[config.mk]
export PLATFORM = sky130hd
export DESIGN_NAME = pc_stack_param
export DESIGN_NICKNAME = d
export VERILOG_FILES = /design/src/rtl/pc_stack_param_pkg.sv /design/src/rtl/pc_stack_param_inc.sv /design/src/rtl/pc_stack_param.sv
export SDC_FILE = /design/constraint.sdc
export NUM_CORES = 1
export LEC_CHECK = 0
export CAP_MARGIN = 20
export CORE_MARGIN = 3
export CORE_UTILIZATION = 69
export CTS_CLUSTER_SIZE = 30
export DETAILED_ROUTE_END_ITERATION = 6
export DONT_BUFFER_PORTS = 1
export PLACE_DENSITY = 0.85
export SYNTH_ARGS = -nofsm -noshare
export SYNTH_HDL_FRONTEND = slang
export SYNTH_SLANG_ARGS = --single-unit
[constraint.sdc]
create_clock -name clock -period 4.9 [get_ports clock]
set_input_delay 0.98 -clock clock [delete_from_list [all_inputs] [get_ports clock]]
set_output_delay 0.98 -clock clock [all_outputs]
set_load 0.01 [all_outputs]
[src/rtl/pc_stack_param_pkg.sv]
// Shared encodings for the parametrised program-counter stack.
// Stack-op, write-source and overflow-policy codes live here.
package pc_stack_param_pkg;

  typedef enum logic [1:0] {
    PC_STACK_NOP  = 2'd0,
    PC_STACK_PUSH = 2'd1,
    PC_STACK_POP  = 2'd2,
    PC_STACK_RSV  = 2'd3
  } stack_op_e;

  typedef enum logic [1:0] {
    PC_FROM_DATA = 2'd0,
    PC_FROM_REG  = 2'd1,
    PC_FROM_INST = 2'd2,
    PC_FROM_NONE = 2'd3
  } pc_sel_e;

  localparam int OVF_MODE_WRAP = 0;
  localparam int OVF_MODE_SAT  = 1;

endpackage

[src/rtl/pc_stack_param_inc.sv]
// One-word ripple incrementer stage.
// Shared across fetch cycles; the caller muxes the word and carry in.
module pc_word_inc #(
  parameter int WORD_W = 4
) (
  input  logic [WORD_W-1:0] word,
  input  logic              carry_in,
  output logic [WORD_W-1:0] sum,
  output logic              carry_out
);

  assign {carry_out, sum} = {1'b0, word}
                          + {{WORD_W{1'b0}}, carry_in};

endmodule

[src/rtl/pc_stack_param.sv]
// Parametrised program-counter stack with serial fetch,
// depth tracking and sticky overflow/underflow flags.
module pc_stack_param
  import pc_stack_param_pkg::*;
#(
  parameter int WORD_W     = 4,
  parameter int ADDR_WORDS = 3,
  parameter int DEPTH      = 4,
  parameter int OVF_MODE   = OVF_MODE_WRAP,
  parameter int CYCLE_W    = 3
) (
  input  logic                         clock,
  input  logic                         reset,
  input  logic [CYCLE_W-1:0]           cycle,
  input  logic [1:0]                   control,
  input  logic [1:0]                   pc_next_sel,
  input  logic [WORD_W-1:0]            data,
  input  logic [WORD_W-1:0]            regval,
  input  logic [WORD_W-1:0]            inst_operand,
  input  logic [ADDR_WORDS-1:0]        pc_write_enable,
  input  logic                         clear_flags,
  output logic [WORD_W*ADDR_WORDS-1:0] pc,
  output logic                         pc_enable,
  output logic [WORD_W-1:0]            pc_word,
  output logic [$clog2(DEPTH)-1:0]     depth,
  output logic                         overflow,
  output logic                         underflow
);

  localparam int PC_W  = WORD_W * ADDR_WORDS;
  localparam int IDX_W = $clog2(DEPTH);

  logic [PC_W-1:0]       slots [DEPTH];
  logic [PC_W-1:0]       cur;
  logic [PC_W-1:0]       cur_nxt;
  logic [IDX_W-1:0]      idx;
  logic [IDX_W-1:0]      idx_nxt;
  logic [IDX_W-1:0]      dep_nxt;
  logic [WORD_W-1:0]     word_cur;
  logic [WORD_W-1:0]     sum;
  logic [WORD_W-1:0]     src;
  logic [ADDR_WORDS-1:0] low;
  logic                  carry;
  logic                  cin;
  logic                  cout;
  logic                  fetch;
  logic                  last;
  logic                  ovf_set;
  logic                  unf_set;
  stack_op_e             op;
  pc_sel_e               sel;

  assign op    = stack_op_e'(control);
  assign sel   = pc_sel_e'(pc_next_sel);
  assign cur   = slots[idx];
  assign pc    = cur;
  assign fetch = cycle < CYCLE_W'(ADDR_WORDS);
  assign last  = cycle == CYCLE_W'(ADDR_WORDS - 1);
  assign cin   = (cycle == '0) ? 1'b1 : carry;

  assign pc_enable = fetch;
  assign pc_word   = fetch ? word_cur : '0;

  always_comb begin
    word_cur = '0;
    for (int i = 0; i < ADDR_WORDS; i++) begin
      if (cycle == CYCLE_W'(i)) begin
        word_cur = cur[i*WORD_W +: WORD_W];
      end
    end
  end

  pc_word_inc #(
    .WORD_W(WORD_W)
  ) u_inc (
    .word     (word_cur),
    .carry_in (cin),
    .sum      (sum),
    .carry_out(cout)
  );

  always_comb begin
    src = '0;
    unique case (sel)
      PC_FROM_DATA: src = data;
      PC_FROM_REG:  src = regval;
      PC_FROM_INST: src = inst_operand;
      PC_FROM_NONE: src = '0;
    endcase
  end

  // Isolate the lowest set strobe bit.
  assign low = pc_write_enable
             & (~pc_write_enable + ADDR_WORDS'(1));

  always_comb begin
    cur_nxt = cur;
    for (int i = 0; i < ADDR_WORDS; i++) begin
      if (fetch && cycle == CYCLE_W'(i)) begin
        cur_nxt[i*WORD_W +: WORD_W] = sum;
      end else if (!fetch && low[i]
                   && sel != PC_FROM_NONE) begin
        cur_nxt[i*WORD_W +: WORD_W] = src;
      end
    end
  end

  always_comb begin
    idx_nxt = idx;
    dep_nxt = depth;
    ovf_set = 1'b0;
    unf_set = 1'b0;
    if (last) begin
      unique case (1'b1)
        op == PC_STACK_PUSH: begin
          if (depth == IDX_W'(DEPTH - 1)) begin
            ovf_set = 1'b1;
            if (OVF_MODE == OVF_MODE_WRAP) begin
              idx_nxt = idx + IDX_W'(1);
            end
          end else begin
            idx_nxt = idx + IDX_W'(1);
            dep_nxt = depth + IDX_W'(1);
          end
        end
        op == PC_STACK_POP: begin
          if (depth == '0) begin
            unf_set = 1'b1;
            if (OVF_MODE == OVF_MODE_WRAP) begin
              idx_nxt = idx - IDX_W'(1);
            end
          end else begin
            idx_nxt = idx - IDX_W'(1);
            dep_nxt = depth - IDX_W'(1);
          end
        end
        default: ;
      endcase
    end
  end

  // Slot update uses the old index, so the top-word
  // increment lands before the stack moves.
  always_ff @(posedge clock or negedge reset) begin
    if (!reset) begin
      for (int i = 0; i < DEPTH; i++) begin
        slots[i] <= '0;
      end
      idx       <= '0;
      depth     <= '0;
      carry     <= 1'b0;
      overflow  <= 1'b0;
      underflow <= 1'b0;
    end else begin
      slots[idx] <= cur_nxt;
      idx        <= idx_nxt;
      depth      <= dep_nxt;
      carry      <= cout;
      overflow   <= (overflow & ~clear_flags) | ovf_set;
      underflow  <= (underflow & ~clear_flags) | unf_set;
    end
  end

endmodule

==> metrics.txt, run 1 <==
# TYPE chip_impl_metric gauge
chip_impl_metric{name="tritoncts_sink_count",unit=""} 55
chip_impl_metric{name="coreArea",unit="um^2"} 4530
chip_impl_metric{name="worst-path-max-fanout",unit=""} 24
chip_impl_info{name="tritoncts_clock_tree",value="built"} 1
chip_impl_metric{name="stdcell_area",unit="um^2"} 3460
chip_impl_metric{name="gp_congestion",unit=""} 0.853
chip_impl_metric{name="antenna_cells",unit=""} 0
chip_impl_metric{name="postLayoutCoreUtil",unit="%"} 76.4
chip_impl_info{name="setup.worst_path.end_class",value="output pin"} 1
chip_impl_info{name="synth_top_cell_by_area",value="sky130_fd_sc_hd__dfrtp_1"} 1
chip_impl_metric{name="layout.filler_cells",unit=""} 321
chip_impl_metric{name="synth_area",unit="um^2"} 3380
chip_impl_metric{name="grt.overflow.total",unit=""} 0
chip_impl_metric{name="post_cts_hold_buffer_count",unit=""} 0
chip_impl_metric{name="drc_violations",unit=""} 0
chip_impl_metric{name="pin_count_of_the_biggest_net_entering_global_routing",unit=""} 56
chip_impl_metric{name="required",unit="ns"} 3.92
chip_impl_info{name="crit_path_start_kind",value="flop"} 1
chip_impl_metric{name="dpl-instance-area",unit="um^2"} 3350
chip_impl_metric{name="vias",unit=""} 2728
chip_impl_metric{name="grt_antenna_before_repair",unit=""} 0
chip_impl_metric{name="antenna_violating_nets_post_route",unit=""} 0
chip_impl_metric{name="synthCells",unit=""} 348
chip_impl_metric{name="detailedRoute.firstIterationViolations",unit=""} 281
chip_impl_metric{name="finish.net_count",unit=""} 362
chip_impl_info{name="status",value="complete, no violations"} 1
chip_impl_metric{name="via_count_of_the_first_global_routing_pass",unit=""} 2600
chip_impl_metric{name="number_of_max_capacitance_violations_reported",unit=""} 0
chip_impl_metric{name="relSlewSlack",unit="%"} 25.0
chip_impl_info{name="synthTopCellsByArea",value="sky130_fd_sc_hd__dfrtp_1 41%, sky130_fd_sc_hd__nand2_1 5.8%, sky130_fd_sc_hd__mux2i_1 5.6%, sky130_fd_sc_hd__mux4_1 4.7%, sky130_fd_sc_hd__o21ai_0 4.1%"} 1
chip_impl_metric{name="chipWidth",unit="um"} 76.0
chip_impl_info{name="rsz0062_at_grt",value="no"} 1
chip_impl_metric{name="final_clock_skew",unit="ns"} 0.00646
chip_impl_metric{name="placed_wire_length_estimate",unit="um"} 5440
chip_impl_metric{name="synth-edff-count",unit=""} 0
chip_impl_metric{name="power.static_leakage",unit="nW"} 1.52
chip_impl_metric{name="synthDominantCellAreaShare",unit="%"} 40.7
chip_impl_metric{name="ys_ff_latch",unit=""} 55
chip_impl_metric{name="cts_h_tree_depth",unit=""} 2
chip_impl_metric{name="drt-vias-per-instance",unit=""} 6.84
chip_impl_metric{name="portBuffers",unit=""} 0
chip_impl_metric{name="worst-slew-pin-transition",unit="ns"} 1.12
chip_impl_metric{name="gates_resized_cts_repair",unit=""} 0
chip_impl_metric{name="peakVddDrop",unit="V"} 0.000363
chip_impl_metric{name="floorplan.rows",unit=""} 24
chip_impl_metric{name="worst_skew_pair.late_latency",unit="ns"} 0.31
chip_impl_metric{name="cp.arrival",unit="ns"} 3.13
chip_impl_info{name="dominantRegCellSynth",value="sky130_fd_sc_hd__dfrtp_1"} 1
chip_impl_metric{name="finalHoldViolations",unit=""} 0
chip_impl_metric{name="synth-async-reset-ratio",unit="%"} 100
chip_impl_metric{name="design.die.area",unit="um^2"} 5770
chip_impl_metric{name="yosysWarnings",unit=""} 0
chip_impl_metric{name="power-per-cell-area",unit="nW/um^2"} 638
chip_impl_metric{name="wl_per_cell",unit="um"} 19.8
chip_impl_metric{name="final_min_period_over_clock_period",unit="%"} 83.9
chip_impl_metric{name="timing_max_transition_violations_final",unit=""} 0
chip_impl_metric{name="yosysSeqAreaShare",unit="%"} 40.7
chip_impl_info{name="min-delay-path-class",value="input port to asynchronous set/reset pin"} 1
chip_impl_metric{name="area_growth_syn_to_layout",unit="%"} 2.52
chip_impl_metric{name="track_usage",unit="%"} 28.3
chip_impl_metric{name="finalWirelength",unit="um"} 7910
chip_impl_metric{name="synth.avg_cell_area",unit="um^2"} 9.71
chip_impl_metric{name="synth_nets",unit=""} 377
chip_impl_info{name="final_common_cell",value="sky130_fd_sc_hd__dfrtp_1"} 1
chip_impl_metric{name="cts_post_setup_buffers_inserted",unit=""} 0
chip_impl_metric{name="setup_violations_final",unit=""} 0
chip_impl_metric{name="min_period",unit="ns"} 4.11
chip_impl_metric{name="die_y",unit="um"} 76.0
chip_impl_metric{name="firstDrtPassIters",unit=""} 5
chip_impl_metric{name="cts_buffer_depth",unit=""} 2
chip_impl_metric{name="design.portCount",unit=""} 46
chip_impl_info{name="layout_common_cells",value="55 x sky130_fd_sc_hd__dfrtp_1, 52 x sky130_fd_sc_hd__nand2_1, 28 x sky130_fd_sc_hd__nor2_1, 28 x sky130_fd_sc_hd__o21ai_0, 19 x sky130_fd_sc_hd__mux2i_1"} 1
chip_impl_metric{name="grt_first_pass_wirelength",unit="um"} 13000
chip_impl_metric{name="setup-tns-final",unit="ns"} 0
chip_impl_metric{name="synthDistinctLibCells",unit=""} 45
chip_impl_metric{name="clk_pin_slew_worst_paths",unit="ns"} 0.09
chip_impl_metric{name="initial_core_utilization",unit="%"} 74.5
chip_impl_metric{name="fmaxAchievable",unit="MHz"} 243
chip_impl_metric{name="cts_buffer_count",unit=""} 5
chip_impl_info{name="timing.setup.critical_path_class",value="flop to output pin"} 1
chip_impl_info{name="clock-root-buffer",value="sky130_fd_sc_hd__clkbuf_8"} 1
chip_impl_metric{name="layout-drive-gt1-share",unit="%"} 12.0
-- cells in the mapped netlist, drive strengths merged, types with 3 or more instances --
cell,instances
or4,12
clkbuf,13
nand3,14
a22oi,13
inv,10
nand2b,4
o21ai,29
mux2,11
mux2i,19
ha,4
o2bb2ai,3
o2111ai,12
nor2b,5
a21oi,12
nor2,28
buf,17
nand2,52
dfrtp,55
mux4,11
-- worst max-delay path, cell delays in order (launching register included) --
cell and delay [ns]:
sky130_fd_sc_hd__dfrtp_1 1.10, sky130_fd_sc_hd__mux4_1 0.77, sky130_fd_sc_hd__a222oi_1 0.75, sky130_fd_sc_hd__inv_1 0.20
-- path summary, 6_finish.rpt --
kind                            from          to  slack (ns)  depth (start not counted)
max                           idx[0]  pc_word[1]        0.79                          3
min                            reset    depth[0]        0.35                          0
max reg2reg                   idx[0]   slots[15]        1.19                         11
min reg2reg                slots[13]   slots[13]        0.49                          2
max in group asynchronous      reset   slots[12]        4.44                          0
min in group clock         slots[13]   slots[13]        0.49                          2
-- where the power goes --
group | internal [mW] | switching, mW | total (mW)
combinational | 0.430 | 0.642 | 1.07
clock | 0.165 | 0.145 | 0.310
sequential | 0.651 | 0.176 | 0.827
total | 1.25 | 0.962 | 2.21
-- layout make-up --
cell class	instances	area (um^2)	area share (%)
timing repair buffer	8	60.1	1.73
tap	65	81.3	2.35
sequential	55	1380	39.7
inverter	10	37.5	1.08
multi-input combinational	253	1790	51.7
clock inverter	2	35.0	1.01
clock buffer	6	82.6	2.38
-- routing by layer --
layer | vias up | wire length (um) | track usage [%]
met5 | - | 0 | 0
met2 | 160 | 3670 | 43.7
met3 | 22 | 890 | 9.69
met1 | 1302 | 3180 | 37.9
li1 | 1244 | - | -
met4 | 0 | 167 | 9.24
-- registers in the layout, summed over array words and instances (netlist names) --
signal / cells
carry: 1
depth: 2
idx: 2
overflow: 1
slots: 48
underflow: 1
-- cell families after synthesis --
logic type      after synthesis  share of synthesized area [%]
xor+xnor                      4                           1.04
mux                          41                           17.3
simple gates                125                           17.9
fa+ha+maj                     4                           1.48
flops                        55                           40.7
buf+inv                      40                           6.26
compound gates               79                           15.3
-- metrics by stage --
stage / worst slack (ns) / std cells / hold slack (ns) / power, mW
after floorplan: 1.40 / 348 / 0.442 / 1.68
after global placement: 1.20 / 391 / 0.454 / 1.83
after detailed placement: 1.16 / 391 / 0.466 / 1.90
after CTS: 0.818 / 399 / 0.345 / 2.20
after global routing: 0.686 / 399 / 0.326 / 2.37
final: 0.787 / 399 / 0.351 / 2.21
Power figures use the tool's default switching activity.
==> inputs of run 2 (changes only) <==
ABC_AREA = 1   (was not set)
CORE_UTILIZATION = 63   (was 69)
PLACE_DENSITY = 0.79   (was 0.85)
clock period = 4.2 ns   (was 4.9 ns; I/O delays follow)
==> run 2 against run 1 <==
Against the previous run:
- via count grew 2.2%
- sequential power grew 4.8%
- combinational power grew 7%
- clock power shrank 4%
- first-iteration DRC count shrank 15%
- routed wire length shrank 3.2%
- register-to-register slack lost 0.03 ns
- critical endpoint is now pc_word[0]
- largest power group unchanged
==> metrics.txt, run 2 <==
# TYPE chip_impl_metric gauge
chip_impl_info{name="status",value="complete, no violations"} 1
chip_impl_metric{name="firstDrtPassIters",unit=""} 5
chip_impl_metric{name="power.static_leakage",unit="nW"} 1.71
chip_impl_metric{name="via_count_of_the_first_global_routing_pass",unit=""} 2642
chip_impl_metric{name="finalWirelength",unit="um"} 7660
chip_impl_info{name="clock-root-buffer",value="sky130_fd_sc_hd__clkbuf_8"} 1
chip_impl_metric{name="synth.avg_cell_area",unit="um^2"} 7.35
chip_impl_metric{name="worst-slew-pin-transition",unit="ns"} 0.743
chip_impl_metric{name="initial_core_utilization",unit="%"} 67.9
chip_impl_info{name="timing.critical_path.max_delay_family",value="simple AND/OR/NAND/NOR gates"} 1
chip_impl_info{name="top_flop_regs",value="slots: 48 flops, depth: 2 flops, idx: 2 flops"} 1
chip_impl_metric{name="timing.reg2reg.setup_slack",unit="ns"} 1.16
chip_impl_metric{name="grt_first_pass_wirelength",unit="um"} 12800
chip_impl_metric{name="worst_path_largest_cell_delay",unit="ns"} 0.61
chip_impl_metric{name="placed_wire_length_estimate",unit="um"} 5590
chip_impl_metric{name="relSlewSlack",unit="%"} 50.3
chip_impl_metric{name="required",unit="ns"} 3.36
chip_impl_metric{name="finish.net_count",unit=""} 448
chip_impl_metric{name="peakVddDrop",unit="V"} 0.000362
chip_impl_info{name="post-synth-top-count-cell",value="sky130_fd_sc_hd__nand2_1"} 1
chip_impl_metric{name="cts_post_setup_buffers_inserted",unit=""} 0
chip_impl_metric{name="worst-path-max-fanout",unit=""} 20
chip_impl_metric{name="die_y",unit="um"} 75.9
chip_impl_metric{name="number_of_max_capacitance_violations_reported",unit=""} 0
chip_impl_metric{name="postLayoutCoreUtil",unit="%"} 70.9
chip_impl_info{name="synth_commonest_cells",value="191 x sky130_fd_sc_hd__nand2_1, 55 x sky130_fd_sc_hd__dfrtp_1, 46 x sky130_fd_sc_hd__nand3_1"} 1
chip_impl_metric{name="finalPower",unit="mW"} 2.31
chip_impl_info{name="r2r-end",value="slots[17]"} 1
chip_impl_metric{name="setup_violations_final",unit=""} 0
chip_impl_metric{name="portBuffers",unit=""} 0
chip_impl_metric{name="chipWidth",unit="um"} 75.9
chip_impl_metric{name="setup-tns-final",unit="ns"} 0
chip_impl_metric{name="synth-async-reset-ratio",unit="%"} 100
chip_impl_metric{name="synth_nets",unit=""} 448
chip_impl_metric{name="tritoncts_sink_count",unit=""} 55
chip_impl_metric{name="area_growth_syn_to_layout",unit="%"} 4.35
chip_impl_info{name="tritoncts_clock_tree",value="built"} 1
chip_impl_metric{name="cts_buffer_count",unit=""} 5
chip_impl_metric{name="gates_resized_cts_repair",unit=""} 0
chip_impl_info{name="rsz0062_at_grt",value="no"} 1
chip_impl_metric{name="detailedRoute.firstIterationViolations",unit=""} 239
chip_impl_metric{name="grt.overflow.total",unit=""} 0
chip_impl_metric{name="hold_ws",unit="ns"} 0.201
chip_impl_metric{name="ys_ff_latch",unit=""} 55
chip_impl_info{name="layout_common_cells",value="191 x sky130_fd_sc_hd__nand2_1, 55 x sky130_fd_sc_hd__dfrtp_1, 46 x sky130_fd_sc_hd__nand3_1, 28 x sky130_fd_sc_hd__o21ai_0, 16 x sky130_fd_sc_hd__inv_1"} 1
chip_impl_metric{name="design.die.area",unit="um^2"} 5760
chip_impl_info{name="critical_path.endpoint",value="pc_word[0]"} 1
chip_impl_metric{name="post_cts_hold_buffer_count",unit=""} 0
chip_impl_metric{name="vias",unit=""} 2789
chip_impl_metric{name="timing_max_transition_violations_final",unit=""} 0
chip_impl_metric{name="gp_congestion",unit=""} 0.924
chip_impl_metric{name="track_usage",unit="%"} 27.5
chip_impl_metric{name="cp.depth",unit=""} 7
chip_impl_info{name="worst_path_most_repeated_cell",value="sky130_fd_sc_hd__nand2_1"} 1
chip_impl_info{name="cpMaxStageDelayCell",value="sky130_fd_sc_hd__nor2_1"} 1
chip_impl_metric{name="min_period",unit="ns"} 3.21
chip_impl_info{name="min-delay-path-class",value="input port to asynchronous set/reset pin"} 1
chip_impl_metric{name="drc_violations",unit=""} 0
chip_impl_info{name="r2r-start",value="idx[0]"} 1
chip_impl_metric{name="grt_antenna_before_repair",unit=""} 0
chip_impl_metric{name="numPlacedInstances",unit=""} 477
chip_impl_metric{name="worst-path-buf-inv",unit=""} 2
chip_impl_info{name="worstSetupStartpoint",value="idx[0]"} 1
chip_impl_info{name="path_cells",value="buf_4 -> inv_2 -> nor2_1 -> a22oi_1 -> nand2_1 -> nand2_1 -> nand3_1"} 1
chip_impl_metric{name="yosysSeqAreaShare",unit="%"} 44.7
chip_impl_metric{name="coreArea",unit="um^2"} 4530
chip_impl_metric{name="antenna_cells",unit=""} 0
chip_impl_metric{name="design.portCount",unit=""} 46
chip_impl_metric{name="synthDistinctLibCells",unit=""} 30
chip_impl_info{name="dominantRegCellSynth",value="sky130_fd_sc_hd__dfrtp_1"} 1
chip_impl_metric{name="largest_register_ffs",unit=""} 48
chip_impl_metric{name="synthCells",unit=""} 419
chip_impl_metric{name="clk_pin_slew_worst_paths",unit="ns"} 0.10
chip_impl_metric{name="drt-vias-per-instance",unit=""} 5.75
chip_impl_metric{name="r2r.worst_path.cells",unit=""} 11
chip_impl_metric{name="cp.arrival",unit="ns"} 2.37
chip_impl_info{name="synth_top_cell_by_area",value="sky130_fd_sc_hd__dfrtp_1"} 1
chip_impl_info{name="setup.worst_path.end_class",value="output pin"} 1
chip_impl_metric{name="antenna_violating_nets_post_route",unit=""} 0
chip_impl_metric{name="synth-edff-count",unit=""} 0
chip_impl_metric{name="wl_per_cell",unit="um"} 15.8
chip_impl_info{name="timing.setup.critical_path_class",value="flop to output pin"} 1
chip_impl_metric{name="synth_area",unit="um^2"} 3080
chip_impl_metric{name="pin_count_of_the_biggest_net_entering_global_routing",unit=""} 56
chip_impl_metric{name="cts_h_tree_depth",unit=""} 2
chip_impl_metric{name="floorplan.rows",unit=""} 24
chip_impl_metric{name="layout-drive-gt1-share",unit="%"} 9.29
chip_impl_metric{name="yosysWarnings",unit=""} 0
chip_impl_metric{name="final_clock_skew",unit="ns"} 0.0111
chip_impl_info{name="max_flop_register",value="slots"} 1
chip_impl_info{name="crit_path_start_kind",value="flop"} 1
chip_impl_info{name="synthTopCellsByArea",value="sky130_fd_sc_hd__dfrtp_1 45%, sky130_fd_sc_hd__nand2_1 23%, sky130_fd_sc_hd__nand3_1 7.5%, sky130_fd_sc_hd__o21ai_0 4.6%, sky130_fd_sc_hd__nand3_2 2.0%"} 1
chip_impl_metric{name="final_min_period_over_clock_period",unit="%"} 76.4
chip_impl_metric{name="synthDominantCellAreaShare",unit="%"} 44.7
chip_impl_info{name="final_common_cell",value="sky130_fd_sc_hd__nand2_1"} 1
chip_impl_metric{name="fmaxAchievable",unit="MHz"} 312
chip_impl_metric{name="cts_buffer_depth",unit=""} 2
chip_impl_metric{name="final_cells",unit=""} 485
chip_impl_metric{name="worst_skew_pair.late_latency",unit="ns"} 0.32
chip_impl_metric{name="power-per-cell-area",unit="nW/um^2"} 717
chip_impl_metric{name="finalHoldViolations",unit=""} 0
-- run 2: report_power, final --
part / total [mW] / internal (mW) / switching (mW) / leakage (nW)
clock: 0.299 / 0.120 / 0.179 / 0.0485
sequential: 0.867 / 0.739 / 0.128 / 0.708
combinational: 1.14 / 0.330 / 0.809 / 0.948
-- run 2: final cells by class --
cell class,count,area (um^2)
Sequential cell,55,1380
Clock buffer,5,68.8
Multi-Input combinational cell,326,1530
Inverter,27,101
Clock inverter,3,22.5
Tap cell,65,81.3
Fill cell,370,1320
Timing Repair Buffer,4,30.0
-- run 2: cells by family (layout without fill, tap and decap cells) --
family                     count (synthesis)  in the layout  synth area share, %
adders and majority gates                  4              4                 1.63
buffers and inverters                     38             39                 5.53
and+or+nand+nor                          266            266                 37.2
xor gates and xnor gates                   6              6                 1.71
muxes                                      1              1                0.366
DFF                                       55             55                 44.7
AOI/OAI and AO/OA                         49             49                 8.86
-- run 2: worst min path at each step --
| stage | startpoint | end | depth (start not counted) |
|---|---|---|---|
| 2_1_floorplan | slots[11] | slots[11] | 2 |
| 3_3_place_gp | slots[2] | slots[2] | 2 |
| 3_5_place_dp | slots[2] | slots[2] | 2 |
| 4_1_cts | reset | slots[12] | 0 |
| 5_1_grt | reset | slots[33] | 0 |
| 6_report | reset | slots[21] | 0 |
-- run 2: stage by stage --
step / worst slack [ns] / instance area, um^2
after floorplan: 1.81 / 3080
after global placement: 1.30 / 3120
after detailed placement: 1.22 / 3120
after CTS: 1.02 / 3210
after global routing: 0.853 / 3210
final: 0.993 / 3210
-- run 2: per-layer routing --
metal	track usage, %	share of wire (%)
met1	36.8	43
met2	45.3	49
met3	6.16	6.5
met4	7.43	1.4
met5	0	0
